===== config.mk =====
export PLATFORM = sky130hd
export DESIGN_NAME = param_bank_sequencer_flat
export DESIGN_NICKNAME = d
export VERILOG_FILES = /design/src/rtl/param_bank_pkg.sv /design/src/rtl/param_bank_sequencer_if.sv /design/src/rtl/param_copy_engine.sv /design/src/rtl/param_bank_sequencer.sv /design/src/flat_wrapper.sv
export SDC_FILE = /design/constraint.sdc
export NUM_CORES = 1
export LEC_CHECK = 0
export CORE_ASPECT_RATIO = 2
export CORE_MARGIN = 2
export CORE_UTILIZATION = 50
export CTS_BUF_LIST = sky130_fd_sc_hd__clkbuf_8
export DETAILED_ROUTE_END_ITERATION = 10
export PLACE_DENSITY = 0.72
export SYNTH_ARGS = -nofsm -noshare
export SYNTH_HDL_FRONTEND = slang
export SYNTH_SLANG_ARGS = --single-unit
export TNS_END_PERCENT = 1

===== constraint.sdc =====
create_clock -name clk -period 4.1 [get_ports clk]
set_clock_uncertainty 0.2 [all_clocks]
set_input_delay 0.41 -clock clk [delete_from_list [all_inputs] [get_ports clk]]
set_output_delay 0.41 -clock clk [all_outputs]
set_load 0.005 [all_outputs]

===== src/rtl/param_bank_pkg.sv =====
// param_bank_pkg: shared state type, swap counter width and bank-address helper.
package param_bank_pkg;

    typedef enum logic [1:0] {IDLE, WAIT_FRAME, COPY} param_seq_state_t;

    localparam int SWAP_COUNT_WIDTH = 8;

    function automatic logic [31:0] bank_addr(logic bank, logic [31:0] addr, int aw);
        return (32'(bank) << aw) | addr;
    endfunction

endpackage


===== src/rtl/param_bank_sequencer_if.sv =====
// param_bank_sequencer_if: SPI parameter port and parameter RAM port bundle.
interface param_bank_sequencer_if #(
    parameter int PARAM_WIDTH = 36,
    parameter int ADDR_WIDTH  = 8
);
    logic [ADDR_WIDTH-1:0]  spi_wr_addr;
    logic [PARAM_WIDTH-1:0] spi_wr_data;
    logic                   spi_wr_enable;
    logic [ADDR_WIDTH-1:0]  spi_rd_addr;
    logic [PARAM_WIDTH-1:0] spi_rd_data;
    logic [ADDR_WIDTH:0]    ram_a_addr;
    logic [ADDR_WIDTH:0]    ram_b_addr;
    logic [PARAM_WIDTH-1:0] ram_b_data;
    logic [ADDR_WIDTH:0]    ram_wr_addr;
    logic [PARAM_WIDTH-1:0] ram_wr_data;
    logic                   ram_wr_en;

    modport slave (
        input  spi_wr_addr, spi_wr_data, spi_wr_enable, spi_rd_addr, ram_b_data,
        output spi_rd_data, ram_a_addr, ram_b_addr, ram_wr_addr, ram_wr_data, ram_wr_en
    );

    modport master (
        output spi_wr_addr, spi_wr_data, spi_wr_enable, spi_rd_addr, ram_b_data,
        input  spi_rd_data, ram_a_addr, ram_b_addr, ram_wr_addr, ram_wr_data, ram_wr_en
    );
endinterface


===== src/rtl/param_copy_engine.sv =====
// param_copy_engine: active-to-shadow copy pointer, dirty bitmap and one-entry
// stall buffer; SPI writes always win over the copy.
module param_copy_engine import param_bank_pkg::*; #(
    parameter int PARAM_WIDTH = 36,
    parameter int ADDR_WIDTH  = 8
) (
    input  logic                   clk,
    input  logic                   rst_n,
    input  logic                   start,
    input  logic                   active,
    input  logic                   hold,
    input  logic                   spi_wr,
    input  logic [ADDR_WIDTH-1:0]  spi_addr,
    input  logic [PARAM_WIDTH-1:0] rd_data,
    output logic [ADDR_WIDTH-1:0]  ptr,
    output logic                   copy_we,
    output logic [ADDR_WIDTH-1:0]  copy_addr,
    output logic [PARAM_WIDTH-1:0] copy_data,
    output logic                   done
);
    logic [2**ADDR_WIDTH-1:0] dirty;
    logic                     reads_done, rd_valid, buf_valid;
    logic [ADDR_WIDTH-1:0]    rd_addr, buf_addr;
    logic [PARAM_WIDTH-1:0]   buf_data;
    logic                     cand_valid, skip, wants, to_buf, grant;

    // a word already rewritten by SPI is never overwritten by the copy
    always_comb begin
        cand_valid = buf_valid | rd_valid;
        copy_addr  = buf_valid ? buf_addr : rd_addr;
        copy_data  = buf_valid ? buf_data : rd_data;
        skip       = dirty[copy_addr] | (spi_wr && spi_addr == copy_addr);
        wants      = cand_valid & ~skip;
        to_buf     = wants & spi_wr;
        copy_we    = wants & ~spi_wr;
        grant      = active & ~reads_done & ~hold & ~to_buf;
        done       = active & cand_valid & ~to_buf & (copy_addr == '1);
    end

    always_ff @(posedge clk or negedge rst_n) begin
        if (!rst_n) begin
            dirty      <= '0;
            ptr        <= '0;
            reads_done <= 1'b0;
            rd_valid   <= 1'b0;
            rd_addr    <= '0;
            buf_valid  <= 1'b0;
            buf_addr   <= '0;
            buf_data   <= '0;
        end else if (start) begin
            dirty      <= '0;
            ptr        <= '0;
            reads_done <= 1'b0;
            rd_valid   <= 1'b0;
            buf_valid  <= 1'b0;
        end else begin
            rd_valid  <= grant;
            rd_addr   <= ptr;
            buf_valid <= to_buf;
            if (grant) begin
                ptr        <= ptr + 1'b1;
                reads_done <= reads_done | (ptr == '1);
            end
            if (to_buf) begin
                buf_addr <= copy_addr;
                buf_data <= copy_data;
            end
            if (active && spi_wr)
                dirty[spi_addr] <= 1'b1;
        end
    end
endmodule


===== src/rtl/param_bank_sequencer.sv =====
// param_bank_sequencer: double-buffered parameter store with frame-aligned bank swap.
// Optional SWAP_COUNT_EN adds an 8-bit wrapping swap_count output.
module param_bank_sequencer import param_bank_pkg::*; #(
    parameter int PARAM_WIDTH = 36,
    parameter int ADDR_WIDTH  = 8
) (
    input  logic                  clk,
    input  logic                  rst_n,
    param_bank_sequencer_if.slave bus,
    input  logic                  commit_req,
    input  logic                  frame_start,
    input  logic [ADDR_WIDTH-1:0] dsp_rd_addr,
    output logic                  active_bank,
    output logic                  busy
`ifdef SWAP_COUNT_EN
    ,
    output logic [SWAP_COUNT_WIDTH-1:0] swap_count
`endif
);
    param_seq_state_t      state;
    logic                  pending, served, spi_sel, copy_we, done;
    logic [ADDR_WIDTH-1:0] rd_addr_q, ptr, copy_addr;
    logic [PARAM_WIDTH-1:0] copy_data;

    function automatic logic [ADDR_WIDTH:0] ba(logic b, logic [ADDR_WIDTH-1:0] a);
        return (ADDR_WIDTH+1)'(bank_addr(b, 32'(a), ADDR_WIDTH));
    endfunction

    // SPI readback steals port B only in the cycle its address changes during COPY
    assign spi_sel = state != COPY || bus.spi_rd_addr != rd_addr_q;

    param_copy_engine #(.PARAM_WIDTH(PARAM_WIDTH), .ADDR_WIDTH(ADDR_WIDTH)) u_copy (
        .clk      (clk),
        .rst_n    (rst_n),
        .start    (state == WAIT_FRAME && frame_start),
        .active   (state == COPY),
        .hold     (spi_sel),
        .spi_wr   (bus.spi_wr_enable),
        .spi_addr (bus.spi_wr_addr),
        .rd_data  (bus.ram_b_data),
        .ptr      (ptr),
        .copy_we  (copy_we),
        .copy_addr(copy_addr),
        .copy_data(copy_data),
        .done     (done)
    );

    assign bus.ram_a_addr  = ba(active_bank, dsp_rd_addr);
    assign bus.ram_b_addr  = ba(active_bank, spi_sel ? bus.spi_rd_addr : ptr);
    assign bus.ram_wr_en   = bus.spi_wr_enable | copy_we;
    assign bus.ram_wr_addr = ba(~active_bank, bus.spi_wr_enable ? bus.spi_wr_addr : copy_addr);
    assign bus.ram_wr_data = bus.spi_wr_enable ? bus.spi_wr_data : copy_data;

    always_ff @(posedge clk or negedge rst_n) begin
        if (!rst_n) begin
            state           <= IDLE;
            pending         <= 1'b0;
            active_bank     <= 1'b0;
            busy            <= 1'b0;
            served          <= 1'b0;
            rd_addr_q       <= '0;
            bus.spi_rd_data <= '0;
`ifdef SWAP_COUNT_EN
            swap_count      <= '0;
`endif
        end else begin
            rd_addr_q <= bus.spi_rd_addr;
            served    <= spi_sel;
            if (served)
                bus.spi_rd_data <= bus.ram_b_data;
            case (state)
                IDLE: if (commit_req || pending) begin
                    state   <= WAIT_FRAME;
                    pending <= 1'b0;
                    busy    <= 1'b1;
                end
                WAIT_FRAME: if (frame_start) begin
                    state       <= COPY;
                    active_bank <= ~active_bank;
`ifdef SWAP_COUNT_EN
                    swap_count  <= swap_count + 1'b1;
`endif
                end
                COPY: begin
                    if (commit_req)
                        pending <= 1'b1;
                    if (done) begin
                        state <= IDLE;
                        busy  <= 1'b0;
                    end
                end
                default: state <= IDLE;
            endcase
        end
    end
endmodule


===== src/flat_wrapper.sv =====
// flat-port wrapper written by rule: the top's interface ports become plain ports
module param_bank_sequencer_flat import param_bank_pkg::*;
#(
    parameter int PARAM_WIDTH = 36,
    parameter int ADDR_WIDTH  = 8
)
  (clk, rst_n, commit_req, frame_start, dsp_rd_addr, active_bank, busy, bus_spi_wr_addr, bus_spi_wr_data, bus_spi_wr_enable, bus_spi_rd_addr, bus_ram_b_data, bus_spi_rd_data, bus_ram_a_addr, bus_ram_b_addr, bus_ram_wr_addr, bus_ram_wr_data, bus_ram_wr_en);
  param_bank_sequencer_if #(.PARAM_WIDTH(PARAM_WIDTH), .ADDR_WIDTH(ADDR_WIDTH)) bus_i ();
  input  logic clk;
  input  logic rst_n;
  input  logic commit_req;
  input  logic frame_start;
  input  logic [ADDR_WIDTH-1:0] dsp_rd_addr;
  output logic active_bank;
  output logic busy;
  input wire logic [$bits(bus_i.spi_wr_addr)-1:0] bus_spi_wr_addr;
  input wire logic [$bits(bus_i.spi_wr_data)-1:0] bus_spi_wr_data;
  input wire logic [$bits(bus_i.spi_wr_enable)-1:0] bus_spi_wr_enable;
  input wire logic [$bits(bus_i.spi_rd_addr)-1:0] bus_spi_rd_addr;
  input wire logic [$bits(bus_i.ram_b_data)-1:0] bus_ram_b_data;
  output wire logic [$bits(bus_i.spi_rd_data)-1:0] bus_spi_rd_data;
  output wire logic [$bits(bus_i.ram_a_addr)-1:0] bus_ram_a_addr;
  output wire logic [$bits(bus_i.ram_b_addr)-1:0] bus_ram_b_addr;
  output wire logic [$bits(bus_i.ram_wr_addr)-1:0] bus_ram_wr_addr;
  output wire logic [$bits(bus_i.ram_wr_data)-1:0] bus_ram_wr_data;
  output wire logic [$bits(bus_i.ram_wr_en)-1:0] bus_ram_wr_en;
  assign bus_i.spi_wr_addr = bus_spi_wr_addr;
  assign bus_i.spi_wr_data = bus_spi_wr_data;
  assign bus_i.spi_wr_enable = bus_spi_wr_enable;
  assign bus_i.spi_rd_addr = bus_spi_rd_addr;
  assign bus_i.ram_b_data = bus_ram_b_data;
  assign bus_spi_rd_data = bus_i.spi_rd_data;
  assign bus_ram_a_addr = bus_i.ram_a_addr;
  assign bus_ram_b_addr = bus_i.ram_b_addr;
  assign bus_ram_wr_addr = bus_i.ram_wr_addr;
  assign bus_ram_wr_data = bus_i.ram_wr_data;
  assign bus_ram_wr_en = bus_i.ram_wr_en;
  param_bank_sequencer #(.PARAM_WIDTH(PARAM_WIDTH), .ADDR_WIDTH(ADDR_WIDTH)) u_core (.clk(clk), .rst_n(rst_n), .bus(bus_i), .commit_req(commit_req), .frame_start(frame_start), .dsp_rd_addr(dsp_rd_addr), .active_bank(active_bank), .busy(busy));
endmodule

==> flow_metrics.py <==
metrics = {
    "global_routing": {
        "grt_first_pass_wirelength_um": 101000,
        "grt_remaining_overflow": 0,
        "antenna_found_initial": 4,
        "grt_pass1_vias": 17100,
        "grt_max_degree": 140,
        "track_usage_pct": 34.0,
    },
    "yosys": {
        "ys.flop_type": "dfrtp_1",
        "netlist_instances": 2014,
        "synth_area_leader_cell": "dfrtp_1",
        "ys_seq_area_share_pct": 49.3,
        "synth_area_leaders": "dfrtp_1 49%, a21oi_1 8.0%, nor2_1 8.0%",
        "ys_seq_elements": 369,
        "synth_warnings": 0,
        "async_flop_share_pct": 100,
        "syn-num-nets": 2116,
        "synth.distinct_cells": 78,
        "yosysTopAreaCellShare_pct": 49.3,
        "syn_area_per_cell_um2": 9.31,
        "synth_edf_count": 0,
        "netlist_area_um2": 18700,
    },
    "power_and_ir_drop": {
        "total_power_mw": 7.82,
        "cellPowerDensity_nw_per_um2": 330,
        "peakVddDrop_mv": 0.221,
        "leakagePower_nw": 10.6,
    },
    "drt": {
        "via_per_inst": 6.28,
        "drt-met1-wl_um": 23200,
        "dr.pass1.iters": 6,
        "routed.top_layer": "met5",
        "vias": 17300,
        "drc": 0,
        "dr.first_iter.drc_count": 1853,
        "finalWirelength_um": 68100,
        "met3_length_um": 5470,
        "dr_wl_met2_um": 33000,
        "postRouteAntennaNets": 0,
        "drt-wirelength-per-cell_um": 24.7,
    },
    "layout": {
        "fin_nets": 2362,
        "fin_cells": 2761,
        "layout_commonest_cell": "nor2_1",
        "layout-drive-gt1-share_pct": 18.3,
        "seq_area_um2": 9240,
        "multiInputGateArea_um2": 9090,
        "syn_to_final_growth_pct": 26.3,
        "num-fill-cells": 3117,
        "layout_common_cells": "391 x nor2_1, 368 x dfrtp_1, 298 x a21oi_1, 183 x clkdlybuf4s50_1, 120 x buf_4",
        "design_area_um2": 23700,
        "fin_util_pct": 63.9,
    },
    "timing": {
        "clock.fmax_mhz": 241,
        "slew_headroom_pct": 23.8,
        "hold_violations": 0,
        "whs_ns": 0.138,
        "finalSetupViolations": 1,
        "tightest_slew_ns": 1.13,
        "min_period_over_period_pct": 101,
        "rsz0062_at_grt": "yes",
        "min_period_ns": 4.14,
        "final.setup.tns_ns": -0.0444,
        "setup_slack_ns": -0.0444,
        "drv_slew": 0,
    },
    "clock_network": {
        "cts_sinks": 369,
        "cts_root_buf": "clkbuf_8",
        "numCtsBuffers": 51,
        "clk-insertion-delay-late_ns": 0.62,
        "cts_tree": "built",
        "cts_max_level": 2,
        "clk_pin_slew_worst_paths_ns": 0.07,
        "clock_path_buffers": 3,
    },
    "worst_setup_path": {
        "arrival_ns": 3.53,
        "worstPathCellList": "buf_6 -> mux2_4 -> buf_12 -> nand2_2 -> nor2_1 -> or4_4 -> a41oi_2 -> a21oi_2 -> a311oi_4 -> buf_4 -> o21bai_1 -> buf_2",
        "worst_setup_path_end_kind": "primary output",
        "crit-reg2reg-launch": "u_core.u_copy.buf_valid",
        "r2r_setup_slack_ns": 0.11,
        "critPathMaxStageDelay_ns": 0.55,
        "reg2regPathDepth": 14,
        "r2r-end": "u_core.u_copy.buf_data[25]",
        "timing_worst_setup_path_type": "flop to primary output",
        "required_ns": 3.49,
        "crit_slowest_cell": "dfrtp_4",
        "path_max_fanout": 7,
        "worstSetupStartpointType": "flop",
    },
    "run": {
        "drv_cap": 0,
    },
    "status": {
        "violations": "setup timing",
        "status": "complete, but fails checks",
    },
    "min_path": {
        "min_from": "bus_spi_rd_addr[0]",
        "min_to": "u_core.rd_addr_q[0]",
        "whs_path_depth": 1,
        "hold_path_class": "input port to flop",
    },
    "placement": {
        "post-dp-hpwl_um": 45300,
        "dp_cells": 2639,
        "gp_congestion": 1.03,
        "placed_area_um2": 21800,
        "portBuffers": 186,
        "place_ws_ns": -0.0929,
    },
    "floorplanning": {
        "die_area_um2": 39100,
        "die_h_um": 278,
        "start_util_pct": 50.6,
        "rows": 100,
        "io_pins": 203,
        "die_w_um": 141,
        "coreArea_um2": 37000,
    },
}
==> critical path: cells and delay by family (launching register included) <==
family | cells | cell delay [ns]
compound gates | 4 | 0.66
buf+inv | 4 | 0.66
flops | 1 | 0.55
mux | 1 | 0.39
simple gates | 3 | 0.66
==> logic make-up (layout without fill, tap and decap cells) <==
logic type	after synthesis	count (layout)	synth area share (%)
AOI/OAI and AO/OA	581	581	18.8
muxes	150	150	9.37
other	0	3	0
and+or+nand+nor	712	712	17.1
adders and majority gates	1	1	0.0667
DFF	369	369	49.3
xor gates and xnor gates	17	17	0.794
buffers and inverters	184	469	4.58
==> metal layers <==
| layer | global-route usage [%] | vias to the layer above |
|---|---|---|
| met4 | 25.8 | 4 |
| met2 | 57.4 | 1044 |
| met1 | 37.4 | 8400 |
| li1 | - | 7542 |
| met5 | 0 | - |
| met3 | 6.65 | 356 |
==> cell type report <==
class / instances / area share (%)
repair buffers: 354 / 15.3
clock inverters: 25 / 0.581
flip-flops and latches: 369 / 39.0
multi-input cells: 1461 / 38.4
well taps: 459 / 2.43
clock buffers: 67 / 3.90
inverters: 23 / 0.365
diodes: 3 / 0.0317
==> flip-flops by register name (all words and copies together), names as in the netlist <==
signal / count
u_core.u_copy.ptr: 8
u_core.u_copy.reads_done: 1
u_core.u_copy.buf_valid: 1
u_core.pending: 1
u_core.u_copy.rd_addr: 8
u_core.rd_addr_q: 8
u_core.u_copy.buf_data: 36
u_core.u_copy.dirty: 256
u_core.busy: 1
u_core.bus.spi_rd_data: 36
u_core.active_bank: 1
u_core.u_copy.buf_addr: 8
u_core.state: 2
u_core.u_copy.rd_valid: 1
u_core.served: 1
==> cells in the mapped netlist, drive strengths merged (11+ instances only) <==
library cell  number
mux2i             53
nand3             16
dfrtp            369
o21bai            21
o31ai             11
o2111ai           11
nor2b             12
a21oi            300
o221ai            15
nor3              35
o21ai             57
clkbuf            85
o211ai            22
buf               76
a22oi             50
o22ai             32
nor2             401
nand2             95
mux2              97
inv               23
nand2b           111
xnor2             16
a211oi            22
==> how the worst max path moves through the flow <==
stage	start	to	slack, ns	depth (start not counted)
final	u_core.u_copy.buf_valid	bus_ram_wr_en	-0.04	12
after global routing	u_core.u_copy.buf_valid	bus_ram_wr_en	-0.11	14
after CTS	u_core.u_copy.buf_valid	bus_ram_wr_en	0.02	13
after detailed placement	u_core.u_copy.buf_valid	bus_ram_wr_en	-0.09	12
after global placement	u_core.u_copy.buf_addr[1]	u_core.u_copy.buf_data[18]	-0.07	13
after floorplan	u_core.u_copy.buf_valid	u_core.u_copy.buf_data[10]	0.74	14
==> power by group <==
part           total, mW  switching [mW]  internal (mW)
combinational       1.05           0.643          0.408
sequential          3.79          0.0661           3.73
clock               2.97            1.45           1.52
==> timing repair <==
action                                  CTS  global route
cloned                                    2             5
endpoints found under the hold margin    76             0
endpoints found under the setup margin   41            37
setup buffers                             8            12
hold buffers                              1             0
pin swaps                                13            23
resized for setup                        53            39
Power figures use the tool's default switching activity.
